[src/rtl/muldiv_pkg.sv]
// Shared RV32M multiply/divide definitions: operand width, Funct3 op
// encoding and the iterative unit's state encoding (also used by decode).
package muldiv_pkg;

    localparam int XLEN = 32;

    typedef enum logic [2:0] {
        OP_MUL    = 3'b000,
        OP_MULH   = 3'b001,
        OP_MULHSU = 3'b010,
        OP_MULHU  = 3'b011,
        OP_DIV    = 3'b100,
        OP_DIVU   = 3'b101,
        OP_REM    = 3'b110,
        OP_REMU   = 3'b111
    } op_e;

    typedef enum logic [1:0] {
        S_IDLE,
        S_CALC,
        S_FIX,
        S_DONE
    } state_e;

endpackage

[src/rtl/mul_div_unit.sv]
// Iterative RV32M multiply/divide unit: radix-2 shift-add multiply and
// restoring divide on magnitudes, sign-fixed in a final cycle.
// Ports: clk, reset (async active-low), start, flush, Funct3, SrcA, SrcB
// in; busy (stall), done (1-cycle result pulse), Result out.
module mul_div_unit #(
    parameter int XLEN = muldiv_pkg::XLEN
) (
    input  logic            clk,
    input  logic            reset,
    input  logic            start,
    input  logic            flush,
    input  logic [2:0]      Funct3,
    input  logic [XLEN-1:0] SrcA,
    input  logic [XLEN-1:0] SrcB,
    output logic            busy,
    output logic            done,
    output logic [XLEN-1:0] Result
);
    import muldiv_pkg::*;

    localparam int CW = $clog2(XLEN);

    state_e            r_state;
    logic [2:0]        r_op;
    logic              r_neg_q;
    logic              r_neg_r;
    logic [XLEN:0]     r_hi;
    logic [XLEN-1:0]   r_lo;
    logic [XLEN-1:0]   r_b;
    logic [CW-1:0]     r_cnt;
    logic              r_busy;
    logic              r_done;
    logic [XLEN-1:0]   r_result;

    logic              w_sa;
    logic              w_sb;
    logic              w_na;
    logic              w_nb;
    logic [XLEN-1:0]   w_ma;
    logic [XLEN-1:0]   w_mb;
    logic              w_dz;
    logic              w_ov;
    logic [XLEN-1:0]   w_spec;
    logic              w_div;
    logic [XLEN:0]     w_opa;
    logic [XLEN:0]     w_opb;
    logic [XLEN+1:0]   w_sum;
    logic [2*XLEN-1:0] w_prod;
    logic [2*XLEN-1:0] w_prod_s;
    logic [XLEN-1:0]   w_quo;
    logic [XLEN-1:0]   w_rem;
    logic [XLEN-1:0]   w_fix;

    // operand signedness of the incoming request
    always_comb begin
        w_sa = 1'b0;
        w_sb = 1'b0;
        unique case (Funct3)
            OP_MULH, OP_DIV, OP_REM: begin
                w_sa = 1'b1;
                w_sb = 1'b1;
            end
            OP_MULHSU: w_sa = 1'b1;
            default: ;
        endcase
    end

    assign w_na = w_sa & SrcA[XLEN-1];
    assign w_nb = w_sb & SrcB[XLEN-1];
    assign w_ma = w_na ? -SrcA : SrcA;
    assign w_mb = w_nb ? -SrcB : SrcB;

    assign w_dz = Funct3[2] && (SrcB == '0);
    assign w_ov = (Funct3 == OP_DIV || Funct3 == OP_REM)
               && (SrcA == {1'b1, {(XLEN-1){1'b0}}})
               && (SrcB == '1);

    // Funct3[1] selects remainder among the divide ops
    always_comb begin
        if (w_dz)
            w_spec = Funct3[1] ? SrcA : '1;
        else
            w_spec = Funct3[1] ? '0 : SrcA;
    end

    // Shared adder: multiply adds the multiplicand when the low
    // multiplier bit is set; divide subtracts the divisor from the
    // shifted partial remainder, carry-out meaning "fits".
    assign w_div = r_op[2];
    assign w_opa = w_div ? {r_hi[XLEN-1:0], r_lo[XLEN-1]} : r_hi;
    assign w_opb = w_div ? ~{1'b0, r_b}
                 : (r_lo[0] ? {1'b0, r_b} : '0);
    assign w_sum = {1'b0, w_opa} + {1'b0, w_opb}
                 + {{(XLEN+1){1'b0}}, w_div};

    assign w_prod   = {r_hi[XLEN-1:0], r_lo};
    assign w_prod_s = r_neg_q ? -w_prod : w_prod;
    assign w_quo    = r_neg_q ? -r_lo : r_lo;
    assign w_rem    = r_neg_r ? -r_hi[XLEN-1:0] : r_hi[XLEN-1:0];

    always_comb begin
        w_fix = w_rem;
        unique case (r_op)
            OP_MUL:                       w_fix = w_prod_s[XLEN-1:0];
            OP_MULH, OP_MULHSU, OP_MULHU: w_fix = w_prod_s[2*XLEN-1:XLEN];
            OP_DIV, OP_DIVU:              w_fix = w_quo;
            default:                      w_fix = w_rem;
        endcase
    end

    always_ff @(posedge clk or negedge reset) begin
        if (!reset) begin
            r_state  <= S_IDLE;
            r_op     <= '0;
            r_neg_q  <= 1'b0;
            r_neg_r  <= 1'b0;
            r_hi     <= '0;
            r_lo     <= '0;
            r_b      <= '0;
            r_cnt    <= '0;
            r_busy   <= 1'b0;
            r_done   <= 1'b0;
            r_result <= '0;
        end else if (flush) begin
            r_state <= S_IDLE;
            r_cnt   <= '0;
            r_busy  <= 1'b0;
            r_done  <= 1'b0;
        end else begin
            unique case (r_state)
                S_IDLE: begin
                    if (start) begin
                        r_op    <= Funct3;
                        r_neg_q <= w_na ^ w_nb;
                        r_neg_r <= w_na;
                        r_hi    <= '0;
                        r_lo    <= w_ma;
                        r_b     <= w_mb;
                        r_cnt   <= '0;
                        if (w_dz || w_ov) begin
                            r_result <= w_spec;
                            r_done   <= 1'b1;
                            r_state  <= S_DONE;
                        end else begin
                            r_busy  <= 1'b1;
                            r_state <= S_CALC;
                        end
                    end
                end
                S_CALC: begin
                    if (w_div) begin
                        if (w_sum[XLEN+1]) begin
                            r_hi <= w_sum[XLEN:0];
                            r_lo <= {r_lo[XLEN-2:0], 1'b1};
                        end else begin
                            r_hi <= w_opa;
                            r_lo <= {r_lo[XLEN-2:0], 1'b0};
                        end
                    end else begin
                        r_hi <= {1'b0, w_sum[XLEN:1]};
                        r_lo <= {w_sum[0], r_lo[XLEN-1:1]};
                    end
                    if (r_cnt == CW'(XLEN-1)) begin
                        r_cnt   <= '0;
                        r_state <= S_FIX;
                    end else begin
                        r_cnt <= r_cnt + 1'b1;
                    end
                end
                S_FIX: begin
                    r_result <= w_fix;
                    r_busy   <= 1'b0;
                    r_done   <= 1'b1;
                    r_state  <= S_DONE;
                end
                S_DONE: begin
                    r_done  <= 1'b0;
                    r_state <= S_IDLE;
                end
            endcase
        end
    end

    assign busy   = r_busy;
    assign done   = r_done;
    assign Result = r_result;

endmodule

[config.mk]
export PLATFORM = sky130hd
export DESIGN_NAME = mul_div_unit
export DESIGN_NICKNAME = d
export VERILOG_FILES = /design/src/rtl/muldiv_pkg.sv /design/src/rtl/mul_div_unit.sv
export SDC_FILE = /design/constraint.sdc
export NUM_CORES = 1
export LEC_CHECK = 0
export ABC_CLOCK_PERIOD_IN_PS = 4400
export BUFFER_PORTS_ARGS = -buffer_cell sky130_fd_sc_hd__buf_2
export CAP_MARGIN = 20
export CORE_MARGIN = 5
export CORE_UTILIZATION = 54
export CTS_BUF_LIST = sky130_fd_sc_hd__clkbuf_4
export DETAILED_ROUTE_END_ITERATION = 10
export PLACE_DENSITY_LB_ADDON = 0.25
export SETUP_SLACK_MARGIN = 0.2
export SKIP_CTS_REPAIR_TIMING = 1
export SLEW_MARGIN = 10
export SYNTH_ARGS = -nofsm -noshare
export SYNTH_HDL_FRONTEND = slang
export SYNTH_SLANG_ARGS = --single-unit
export TNS_END_PERCENT = 10
[constraint.sdc]
create_clock -name clk -period 4.4 [get_ports clk]
set_input_delay 0.44 -clock clk [delete_from_list [all_inputs] [get_ports clk]]
set_output_delay 0.44 -clock clk [all_outputs]
set_load 0.05 [all_outputs]
==> results.sh <==
export IMPL_cp_max_fo=15
export IMPL_path_class="flop to flop"
export IMPL_post_drt_wl_per_cell_um=22.1
export IMPL_syn_nets=2014
export IMPL_p_seq_frac=0.228
export IMPL_pwr_share_comb=0.697
export IMPL_gp_congestion=1.03
export IMPL_num_rows=59
export IMPL_start_util=0.544
export IMPL_core_um2=25900
export IMPL_drt_iter0_drc=1887
export IMPL_p_leak_nw=6.28
export IMPL_cts_clk_slew_worst_paths_ns=0.18
export IMPL_clock_sinks=143
export IMPL_rsz0062_at_grt="true"
export IMPL_synth_top_cells_by_area="dfrtp_1, o21ai_0, nand2_1"
export IMPL_synth_edf_count=0
export IMPL_p_int_w=0.00523
export IMPL_drc=0
export IMPL_skew_ns=0.0439
export IMPL_ctsHtreeMaxLevel=4
export IMPL_dpl_hpwl_um=37700
export IMPL_die_y_um=172
export IMPL_synth_cell_types=82
export IMPL_synth_top_cells_by_count="nand2_1, o21ai_0, dfrtp_1"
export IMPL_areaGrowthSynthToFinish_pct=7.31
export IMPL_total_power_w=0.0124
export IMPL_crit_path_end_kind="flop"
export IMPL_timing_final_crit_share=0.923
export IMPL_p_clk_frac=0.075
export IMPL_hold_path_class="input port to flop"
export IMPL_max_slew_worst_pin_slew_ns=1.09
export IMPL_slew_headroom=0.269
export IMPL_hold_viol=0
export IMPL_p_sw_frac=0.577
export IMPL_setup_violations_final=0
export IMPL_ys_seq_area_frac=0.254
export IMPL_port_buffers=104
export IMPL_max_freq_ghz=0.246
export IMPL_critical_path_required_ns=4.86
export IMPL_io_pins=105
export IMPL_post_route_min_period_ns=4.06
export IMPL_vias_per_cell=6.67
export IMPL_grt_first_pass_wirelength_um=77500
export IMPL_yosysWarnings=0
export IMPL_clock_latency_ns=0.63
export IMPL_p_per_area_nw_per_um2=818
export IMPL_cts_tree="done"
export IMPL_ant_nets=0
export IMPL_totalWireLength_um=50000
export IMPL_yosysMostFrequentCell="nand2_1"
export IMPL_fin_nets=2027
export IMPL_synth_seq_cells=143
export IMPL_drv_cap=0
export IMPL_grt_max_degree=77
export IMPL_async_flop_share=1.00
export IMPL_root_buffer="clkbuf_4"
export IMPL_first_global_vias=13700
export IMPL_cts_buffer_depth=2
export IMPL_syn_inst=1898
export IMPL_yosysTopAreaCellShare=0.254
export IMPL_cp_arrival_ns=4.53
export IMPL_cts_made_buffers=17
export IMPL_fillers=2430
export IMPL_vias=15100
export IMPL_dr_pass1_iters=7
export IMPL_die_w_um=172
export IMPL_synth_avg_cell_area_um2=7.43
export IMPL_grt_use_total=0.335
export IMPL_die_area_um2=29400
export IMPL_synth_flop_cell="dfrtp_1"
export IMPL_ir_worst_vdd_uv=504
export IMPL_finalSetupTns_ns=0
export IMPL_cp_start_kind="flop"
export IMPL_yosys_area_top_type="dfrtp_1"
export IMPL_grt_overflow_total=0
export IMPL_antenna_found_initial=1
export IMPL_status="finished clean"
export IMPL_drv_slew=0
export IMPL_syn_area_um2=14100
export IMPL_drive_gt1_frac=0.132
export IMPL_p_switching_w=0.00715
==> stage by stage <==
step / instances / setup slack (ns) / util / hold WS [ns] / area (um^2)
2_1_floorplan: 1898 / 0.189 / - / 0.144 / 14100
5_1_grt: 2261 / 0.172 / 0.584 / 0.109 / 15100
3_3_place_gp: 2225 / 0.357 / 0.571 / 0.458 / 14800
4_1_cts: 2257 / 0.414 / 0.582 / -0.213 / 15100
3_5_place_dp: 2225 / 0.316 / 0.571 / 0.464 / 14800
6_report: 2262 / 0.339 / 0.584 / 0.125 / 15100
==> power groups by stage <==
stage / Combinational (W) / Sequential [W] / Clock (W)
after floorplan: 0.00611 / 0.00256 / 0
after global placement: 0.00825 / 0.00278 / 0
after detailed placement: 0.00836 / 0.00280 / 0
after CTS: 0.00838 / 0.00277 / 0.000936
after global routing: 0.00938 / 0.00288 / 0.000994
final: 0.00863 / 0.00282 / 0.000928
==> sequential cells by signal (all words and copies together), names as in the netlist, 2 cells and up <==
register and cells:
Result 32, r_b 32, r_cnt 5, r_hi 33
r_lo 32, r_op 3, r_state 2
==> cells by family (layout without fill, tap and decap cells) <==
logic type / Yosys count / after routing / synth area share
AND/OR/NAND/NOR: 677 / 677 / 0.228
multiplexers: 70 / 70 / 0.0527
XOR/XNOR: 121 / 121 / 0.0752
adder cells (fa/ha/maj): 67 / 67 / 0.0566
other: 0 / 3 / 0
AO/OA/AOI/OAI: 632 / 632 / 0.279
flip-flops: 143 / 143 / 0.254
buffers and inverters: 188 / 214 / 0.0545
==> cell usage in the layout, fill, tap and decap left out, types with 7 or more instances in the layout <==
cell      netlist  routed
and3_1          7       7
a31oi_1        13      12
a21oi_1       103     103
mux2i_1        36      36
a21o_1         21      21
o221ai_1       13      13
a211oi_1       19      19
buf_2           7     103
maj3_1         22      22
nand4_1        18      18
o21ai_0       262     261
or3_1          21      21
or2_2          12      12
nor4_1         24      24
ha_1           43      41
o211ai_1       18      18
o22ai_1        32      32
and2_1         17      17
nand2_1       293     293
nand3_1        49      49
buf_4           7      43
o31ai_1        40      40
nor2_1        110     108
a22o_1         10      10
nor3_1         44      44
xor2_1         54      54
xnor2_1        67      67
mux2_2         34      34
inv_1          29      29
o41ai_1        18      18
nand2b_1       24      24
or4_1          22      22
dfrtp_1       143     142
clkbuf_4        1      17
o21a_1         16      16
a221oi_1        9       8
==> layout make-up <==
cell class | instances | area, um^2 | share of cell area
Antenna cell | 3 | 7.51 | 0.000496
Clock buffer | 17 | 128 | 0.00844
Clock inverter | 15 | 151 | 0.0100
Inverter | 30 | 113 | 0.00744
Multi-Input combinational cell | 1567 | 9790 | 0.647
Sequential cell | 143 | 3580 | 0.237
Tap cell | 335 | 419 | 0.0277
Timing Repair Buffer | 152 | 940 | 0.0621
==> metal layers <==
metal	global-route usage	vias to the layer above	part of all wire
met1	0.492	7096	0.43
met4	0.0947	0	0.029
li1	-	7015	-
met2	0.493	848	0.43
met3	0.0791	120	0.12
met5	0	-	0
==> path summary, 6_finish.rpt <==
kind	from	depth (start not counted)	endpoint	slack, ns
worst min-delay path	flush	2	done$_DFFE_PN0P_	0.12
worst min register to register	Result[0]$_DFFE_PN0P_	2	Result[0]$_DFFE_PN0P_	0.49
worst max register to register	r_lo[8]$_DFFE_PN0P_	8	Result[5]$_DFFE_PN0P_	0.34
min in group asynchronous	reset	2	r_lo[17]$_DFFE_PN0P_	0.36
max in group asynchronous	reset	3	r_b[24]$_DFFE_PN0P_	3.15
worst max-delay path	r_lo[8]$_DFFE_PN0P_	8	Result[5]$_DFFE_PN0P_	0.34
==> worst max-delay path: stages (launching register included) <==
cell	delay [ns]
dfrtp_1	0.52
or4_4	0.58
or4_4	0.56
or4_1	0.88
nor2_1	0.23
or3_1	0.12
a21oi_1	0.05
o32ai_1	0.78
o21ai_0	0.15
Power figures use the tool's default switching activity.
